$ cat config.mk
export PLATFORM = sky130hd
export DESIGN_NAME = crc_frame_rx_flat
export DESIGN_NICKNAME = d
export VERILOG_FILES = /design/src/rtl/crc_frame_rx_if.sv /design/src/rtl/crc_frame_rx.sv /design/src/flat_wrapper.sv
export SDC_FILE = /design/constraint.sdc
export NUM_CORES = 1
export LEC_CHECK = 0
export CAP_MARGIN = 20
export CORE_ASPECT_RATIO = 0.6
export CORE_UTILIZATION = 45
export DETAILED_ROUTE_END_ITERATION = 10
export MAX_ROUTING_LAYER = met4
export PLACE_DENSITY = 0.69
export SLEW_MARGIN = 20
export SYNTH_ARGS = -nofsm -noshare
export SYNTH_HDL_FRONTEND = slang
export SYNTH_SLANG_ARGS = --single-unit
export TNS_END_PERCENT = 30
$ cat constraint.sdc
create_clock -name clk -period 2.2 [get_ports clk]
set_clock_uncertainty 0.05 [all_clocks]
set_input_delay 0.55 -clock clk [delete_from_list [all_inputs] [get_ports clk]]
set_output_delay 0.55 -clock clk [all_outputs]
set_load 0.01 [all_outputs]
$ cat src/rtl/crc_frame_rx_if.sv
// Bus bundle for the serial CRC frame receiver.
// The master side presents the serial stream and polynomial and observes the
// frame results. The slave side is the receiver itself.
interface crc_frame_rx_if #(
    parameter int DATA_W = 8
) ();

    logic [3:0]        ctrl_poly_en;
    logic              sof;
    logic              bit_vld;
    logic              bit_in;
    logic [DATA_W-1:0] data_out;
    logic              frame_vld;
    logic              crc_err;
    logic [3:0]        crc_rem;
    logic              busy;

    modport master (
        output ctrl_poly_en,
        output sof,
        output bit_vld,
        output bit_in,
        input  data_out,
        input  frame_vld,
        input  crc_err,
        input  crc_rem,
        input  busy
    );

    modport slave (
        input  ctrl_poly_en,
        input  sof,
        input  bit_vld,
        input  bit_in,
        output data_out,
        output frame_vld,
        output crc_err,
        output crc_rem,
        output busy
    );

endinterface

$ cat src/rtl/crc_frame_rx.sv
// Serial frame receiver: a DATA_W-bit payload followed by a 4-bit CRC field,
// both MSB first. The CRC is checked with a programmable generator polynomial
// (x^4 implicit). The results of the most recent complete frame are held on
// the outputs until another frame completes.
module crc_frame_rx #(
    parameter int DATA_W = 8
) (
    input  logic         clk,
    input  logic         rst_n,
    crc_frame_rx_if.slave bus
);

    // The counter tracks payload bits in DATA and CRC bits in CRC, so it must
    // reach max(DATA_W-1, 3).
    localparam int CNT_MAX = (DATA_W > 4) ? DATA_W : 4;
    localparam int CNT_W   = $clog2(CNT_MAX);
    localparam int IDX_W   = (DATA_W > 1) ? $clog2(DATA_W) : 1;

    typedef enum logic [1:0] {
        ST_IDLE = 2'b00,
        ST_DATA = 2'b01,
        ST_CRC  = 2'b10
    } state_t;

    // One step of the CRC shift register. Bit i of poly adds the x^i
    // feedback tap, and the incoming bit enters at the x^0 end.
    function automatic logic [3:0] crc_step(
        input logic [3:0] rem,
        input logic [3:0] poly,
        input logic       b
    );
        logic       fb;
        logic [3:0] nxt;
        fb     = rem[3];
        nxt[0] = poly[0] ? (b ^ fb)      : b;
        nxt[1] = poly[1] ? (rem[0] ^ fb) : rem[0];
        nxt[2] = poly[2] ? (rem[1] ^ fb) : rem[1];
        nxt[3] = poly[3] ? (rem[2] ^ fb) : rem[2];
        return nxt;
    endfunction

    state_t            r_state;
    logic [CNT_W-1:0]  r_cnt;
    logic [3:0]        r_rem;
    logic [DATA_W-1:0] r_payload;
    logic [DATA_W-1:0] r_data_out;
    logic              r_frame_vld;
    logic              r_crc_err;
    logic [3:0]        r_crc_rem;
    logic              r_busy;

    logic [3:0]        w_rem_base;
    logic [3:0]        w_rem_next;
    logic [IDX_W-1:0]  w_bit_idx;
    logic              w_last_pay;
    logic              w_last_crc;

    // A start-of-frame bit restarts the remainder from zero. Any other bit
    // continues from the current remainder.
    always_comb begin
        w_rem_base = r_rem;
        if (bus.sof) begin
            w_rem_base = 4'b0000;
        end else begin
            w_rem_base = r_rem;
        end
        w_rem_next = crc_step(w_rem_base, bus.ctrl_poly_en, bus.bit_in);
    end

    // Payload bit position and end-of-field detection, both from the bit counter.
    always_comb begin
        w_bit_idx  = IDX_W'(DATA_W - 1) - IDX_W'(r_cnt);
        w_last_pay = (r_cnt == CNT_W'(DATA_W - 1));
        w_last_crc = (r_cnt == CNT_W'(3));
    end

    // Frame FSM: accepts gated bits, builds the payload and remainder, and
    // registers the result on the 4th CRC bit.
    always_ff @(posedge clk or negedge rst_n) begin
        if (!rst_n) begin
            r_state     <= ST_IDLE;
            r_cnt       <= '0;
            r_rem       <= 4'b0000;
            r_payload   <= '0;
            r_data_out  <= '0;
            r_frame_vld <= 1'b0;
            r_crc_err   <= 1'b0;
            r_crc_rem   <= 4'b0000;
            r_busy      <= 1'b0;
        end else begin
            r_frame_vld <= 1'b0;
            if (bus.bit_vld) begin
                if (bus.sof) begin
                    // A new frame starts here, from any state. A partial frame is
                    // dropped without touching the held outputs.
                    r_rem                <= w_rem_next;
                    r_payload[DATA_W-1]  <= bus.bit_in;
                    r_busy               <= 1'b1;
                    if (DATA_W == 1) begin
                        r_state <= ST_CRC;
                        r_cnt   <= '0;
                    end else begin
                        r_state <= ST_DATA;
                        r_cnt   <= CNT_W'(1);
                    end
                end else begin
                    case (r_state)
                        ST_IDLE: begin
                            // Stray bits between frames are ignored.
                            r_state <= ST_IDLE;
                        end
                        ST_DATA: begin
                            r_rem                <= w_rem_next;
                            r_payload[w_bit_idx] <= bus.bit_in;
                            if (w_last_pay) begin
                                r_state <= ST_CRC;
                                r_cnt   <= '0;
                            end else begin
                                r_cnt <= r_cnt + CNT_W'(1);
                            end
                        end
                        ST_CRC: begin
                            r_rem <= w_rem_next;
                            if (w_last_crc) begin
                                r_state     <= ST_IDLE;
                                r_cnt       <= '0;
                                r_busy      <= 1'b0;
                                r_data_out  <= r_payload;
                                r_crc_rem   <= w_rem_next;
                                r_crc_err   <= (w_rem_next != 4'b0000);
                                r_frame_vld <= 1'b1;
                            end else begin
                                r_cnt <= r_cnt + CNT_W'(1);
                            end
                        end
                        default: begin
                            // Unreachable encoding: fall back to a clean idle.
                            r_state <= ST_IDLE;
                            r_cnt   <= '0;
                            r_busy  <= 1'b0;
                        end
                    endcase
                end
            end else begin
                // No valid bit this cycle, so all frame state holds.
                r_state <= r_state;
            end
        end
    end

    assign bus.data_out  = r_data_out;
    assign bus.frame_vld = r_frame_vld;
    assign bus.crc_err   = r_crc_err;
    assign bus.crc_rem   = r_crc_rem;
    assign bus.busy      = r_busy;

endmodule

$ cat src/flat_wrapper.sv
// flat-port wrapper written by rule: the top's interface ports become plain ports
module crc_frame_rx_flat 
#(
    parameter int DATA_W = 8
)
  (clk, rst_n, bus_ctrl_poly_en, bus_sof, bus_bit_vld, bus_bit_in, bus_data_out, bus_frame_vld, bus_crc_err, bus_crc_rem, bus_busy);
  crc_frame_rx_if #(.DATA_W(DATA_W)) bus_i ();
  input  logic clk;
  input  logic rst_n;
  input wire logic [$bits(bus_i.ctrl_poly_en)-1:0] bus_ctrl_poly_en;
  input wire logic [$bits(bus_i.sof)-1:0] bus_sof;
  input wire logic [$bits(bus_i.bit_vld)-1:0] bus_bit_vld;
  input wire logic [$bits(bus_i.bit_in)-1:0] bus_bit_in;
  output wire logic [$bits(bus_i.data_out)-1:0] bus_data_out;
  output wire logic [$bits(bus_i.frame_vld)-1:0] bus_frame_vld;
  output wire logic [$bits(bus_i.crc_err)-1:0] bus_crc_err;
  output wire logic [$bits(bus_i.crc_rem)-1:0] bus_crc_rem;
  output wire logic [$bits(bus_i.busy)-1:0] bus_busy;
  assign bus_i.ctrl_poly_en = bus_ctrl_poly_en;
  assign bus_i.sof = bus_sof;
  assign bus_i.bit_vld = bus_bit_vld;
  assign bus_i.bit_in = bus_bit_in;
  assign bus_data_out = bus_i.data_out;
  assign bus_frame_vld = bus_i.frame_vld;
  assign bus_crc_err = bus_i.crc_err;
  assign bus_crc_rem = bus_i.crc_rem;
  assign bus_busy = bus_i.busy;
  crc_frame_rx #(.DATA_W(DATA_W)) u_core (.clk(clk), .rst_n(rst_n), .bus(bus_i));
endmodule
==> metrics.md <==
| Metric | Value |
|---|---|
| Via count | 1,152 |
| Count of nets after finishing | 184 |
| Total inserted antenna cells | 0 |
| Gate count after technology mapping | 136 |
| Routing usage on met1 | 26.4% |
| Synthesized area per cell | 11.4 µm² |
| Least-Margin Pin Slew | 0.432 ns |
| Setup TNS | 0 ns |
| Endpoints failing setup | 0 |
| Worst-path clk slew | 0.06 ns |
| Endpoint type of the worst setup path | flop |
| GRT overflow | 0 |
| Detailed Route WL | 3190 µm |
| Clock tree sinks | 32 |
| # IOs | 24 |
| Core Footprint | 0.00326 mm² |
| Area Overhead vs Synth | 29.0% |
| Synth cell types | 35 |
| Final Cycle Share | 87.4% |
| Synthesis-stage register bit count | 32 |
| Min Tclk post-route | 1.92 ns |
| Seq/Total Area, Yosys | 51.6% |
| Die boundary width | 77.8 µm |
| Chip height | 47.5 µm |
| Type of the worst min-delay path | flop to flop |
| Average detailed-routed wire length per instance | 14.8 µm |
| YS warnings | 0 |
| Cell count after placement | 207 |
| Count of H-tree levels built during CTS | 2 |
| Root buffer cell | clkbuf_8 |
| TritonCTS Buffers | 5 |
| Buffer levels on the longest clock path | 2 |
| Fraction of layout cells with a size suffix above 1 | 20.6% |
| Violation count after the first detailed-route iteration | 86 |
| Netlist area before placement | 0.00155 mm² |
| Met2 Usage GRT | 28.7% |
| Count of input and output buffers | 23 |
| Routability congestion estimate from global placement | 0.787 |
| Cell type with the largest total area after synthesis | dfrtp_1 |
| Maximum fanout encountered on the critical timing path | 5 |
| Layer with the highest usage | met2 |
| Synthesized net count | 151 |
| Crit Path Class | primary input to flop |
| Clock tree from TritonCTS | built |
| Via count of the first global-routing pass | 1,043 |
| Cts repair resizes | 0 |
| Maximum VDD drop | 0.000440 V |
| Static Leakage | 0.931 nW |
| Aggregate global-route resource usage | 19.9% |
| Die area | 0.00369 mm² |
| Share of the synthesized area in the top cell type | 51.6% |
| Setup fix buffers added after clock tree synthesis | 0 |
| RSZ-0062 raised after global routing | no |
| Standard-cell row count | 16 |
| Post-detailed-placement half-perimeter wirelength | 2240 µm |
| Synth area leaders | dfrtp_1, mux2_2, ha_1 |
| Max-Cap Viols | 0 |
| Achievable frequency | 0.520 GHz |
| CTS Hold Buffers Added | 0 |
| Initial Utilization | 47.5% |
| Post-route antenna net violation count | 0 |
| Headroom to the max-slew limit | 71.2% |
| Crit-path cells | clkdlybuf4s50_1 -> nor2b_4 -> nand3_1 -> nor3_1 -> mux2_2 |
| Vias per std cell | 5.36 |
| Number of cells in the finished layout apart from fillers | 215 |
| Clock insertion delay at the later pin of the skew report | 0.28 ns |
| Initial antenna violation count | 0 |
| CP max-delay cell | clkdlybuf4s50_1 |
| Hold Vio Cnt, Final | 0 |
| Largest net degree at the start of global routing | 33 |
| Run status | finished, final reports clean |
| Total DRC errors in the routed layout | 0 |
| Endpoint required time on the critical path | 2.31 ns |
| First-pass GRT wire length | 5020 µm |
| Met3 global-route usage | 6.29% |
| Power per standard cell area | 792 mW/mm² |
| Max-slew violation count | 0 |
| Highest cell delay on the worst timing path | 0.55 ns |
| Number of optimization iterations in the first detailed-route pass | 4 |
| CP Data Arrival Time | 2.04 ns |
| Critical path launch point type | primary input |
## where the power goes
group          internal [W]  switching [W]
sequential         0.000661      0.0000679
combinational      0.000155       0.000157
clock              0.000336       0.000210
## layout by cell type, fill, tap and decap left out, types with 2 or more instances in the layout
cell type and count:
nor2b_1 2, o21bai_1 2, dfrtp_1 32, clkbuf_8 5, buf_4 6, nand3_1 4, clkdlybuf4s50_1 23, a21o_1 2
buf_12 2, mux2_2 16, a22o_1 2, nor2b_4 2, mux2i_1 2, nand2_1 13, and3b_1 2, inv_1 8
o21ai_0 12, a21oi_1 2, nor3_1 5, a21boi_0 2, o22ai_1 3, ha_1 6
## final timing paths
| kind | endpoint | cells after the start | slack (ns) | startpoint |
|---|---|---|---|---|
| setup reg to reg | u_core.r_payload[7] | 6 | 0.37 | u_core.r_state[1] |
| max in group asynchronous | u_core.r_rem[2] | 2 | 1.19 | rst_n |
| setup / recovery | u_core.r_payload[6] | 5 | 0.28 | bus_sof |
| hold / removal | u_core.bus.crc_err | 1 | 0.44 | u_core.bus.crc_err |
| hold reg to reg | u_core.bus.crc_err | 1 | 0.44 | u_core.bus.crc_err |
| min in group asynchronous | u_core.r_cnt[0] | 2 | 0.61 | rst_n |
## metrics by stage
stage	cell area [µm²]	hold slack, ns	utilization, %	power (W)	worst slack, ns
after floorplan	1550	0.204	-	0.000926	0.643
after global placement	1890	0.418	58.1	0.00103	0.0868
after detailed placement	1890	0.426	58.1	0.00105	0.0101
after CTS	2000	0.444	61.3	0.00160	0.312
after global routing	2000	0.467	61.3	0.00167	0.224
final	2000	0.440	61.3	0.00159	0.276
## Yosys cell counts
cell and n:
a2111oi_0 1, a21boi_0 2, a21o_1 2, a21oi_1 2, a22o_1 2, a32oi_1 1, a41o_1 1, a41oi_1 1
and3b_1 2, buf_2 2, buf_6 1, clkbuf_1 2, dfrtp_1 32, ha_1 6, inv_1 8, mux2_2 16
mux2i_1 2, nand2_1 13, nand2b_1 1, nand3_1 4, nand3_2 1, nand3b_1 1, nor2_1 1, nor2b_1 2
nor2b_4 2, nor3_1 5, nor3b_2 1, nor4_1 1, o211ai_1 1, o21ai_0 12, o21ai_1 1, o21bai_1 2
o22ai_1 3, o2bb2a_1 1, xor2_1 1
## sequential cells by signal (all words and copies together) (netlist names)
register and count:
u_core.bus.busy 1, u_core.bus.crc_err 1, u_core.bus.crc_rem 4, u_core.bus.data_out 8
u_core.bus.frame_vld 1, u_core.r_cnt 3, u_core.r_payload 8, u_core.r_rem 4
u_core.r_state 2
## cell families after synthesis
family | count (synthesis) | synth area share (%)
mux | 18 | 12.9
buf+inv | 13 | 3.79
compound gates | 32 | 13.5
simple gates | 34 | 12.7
flops | 32 | 51.6
fa+ha+maj | 6 | 4.84
xor+xnor | 1 | 0.565
## metal layers
metal / up-vias / routed length, µm
met4: 0 / 14
li1: 550 / -
met1: 567 / 1630
met5: - / 0
met2: 33 / 1400
met3: 2 / 150
## critical path, delay by kind of cell
kind | cells | cell delay (ns)
simple gates | 3 | 0.58
buf+inv | 1 | 0.55
mux | 1 | 0.36
## area by class of cell
| type | instances | area, µm² |
|---|---|---|
| clock buffer | 6 | 72.6 |
| fill | 269 | 1260 |
| inverter | 8 | 30.0 |
| multi-input combinational | 91 | 692 |
| sequential | 32 | 801 |
| tap | 45 | 56.3 |
| clock inverter | 2 | 35.0 |
| timing repair buffer | 31 | 315 |
No activity file was read; power rests on OpenSTA's default activity.
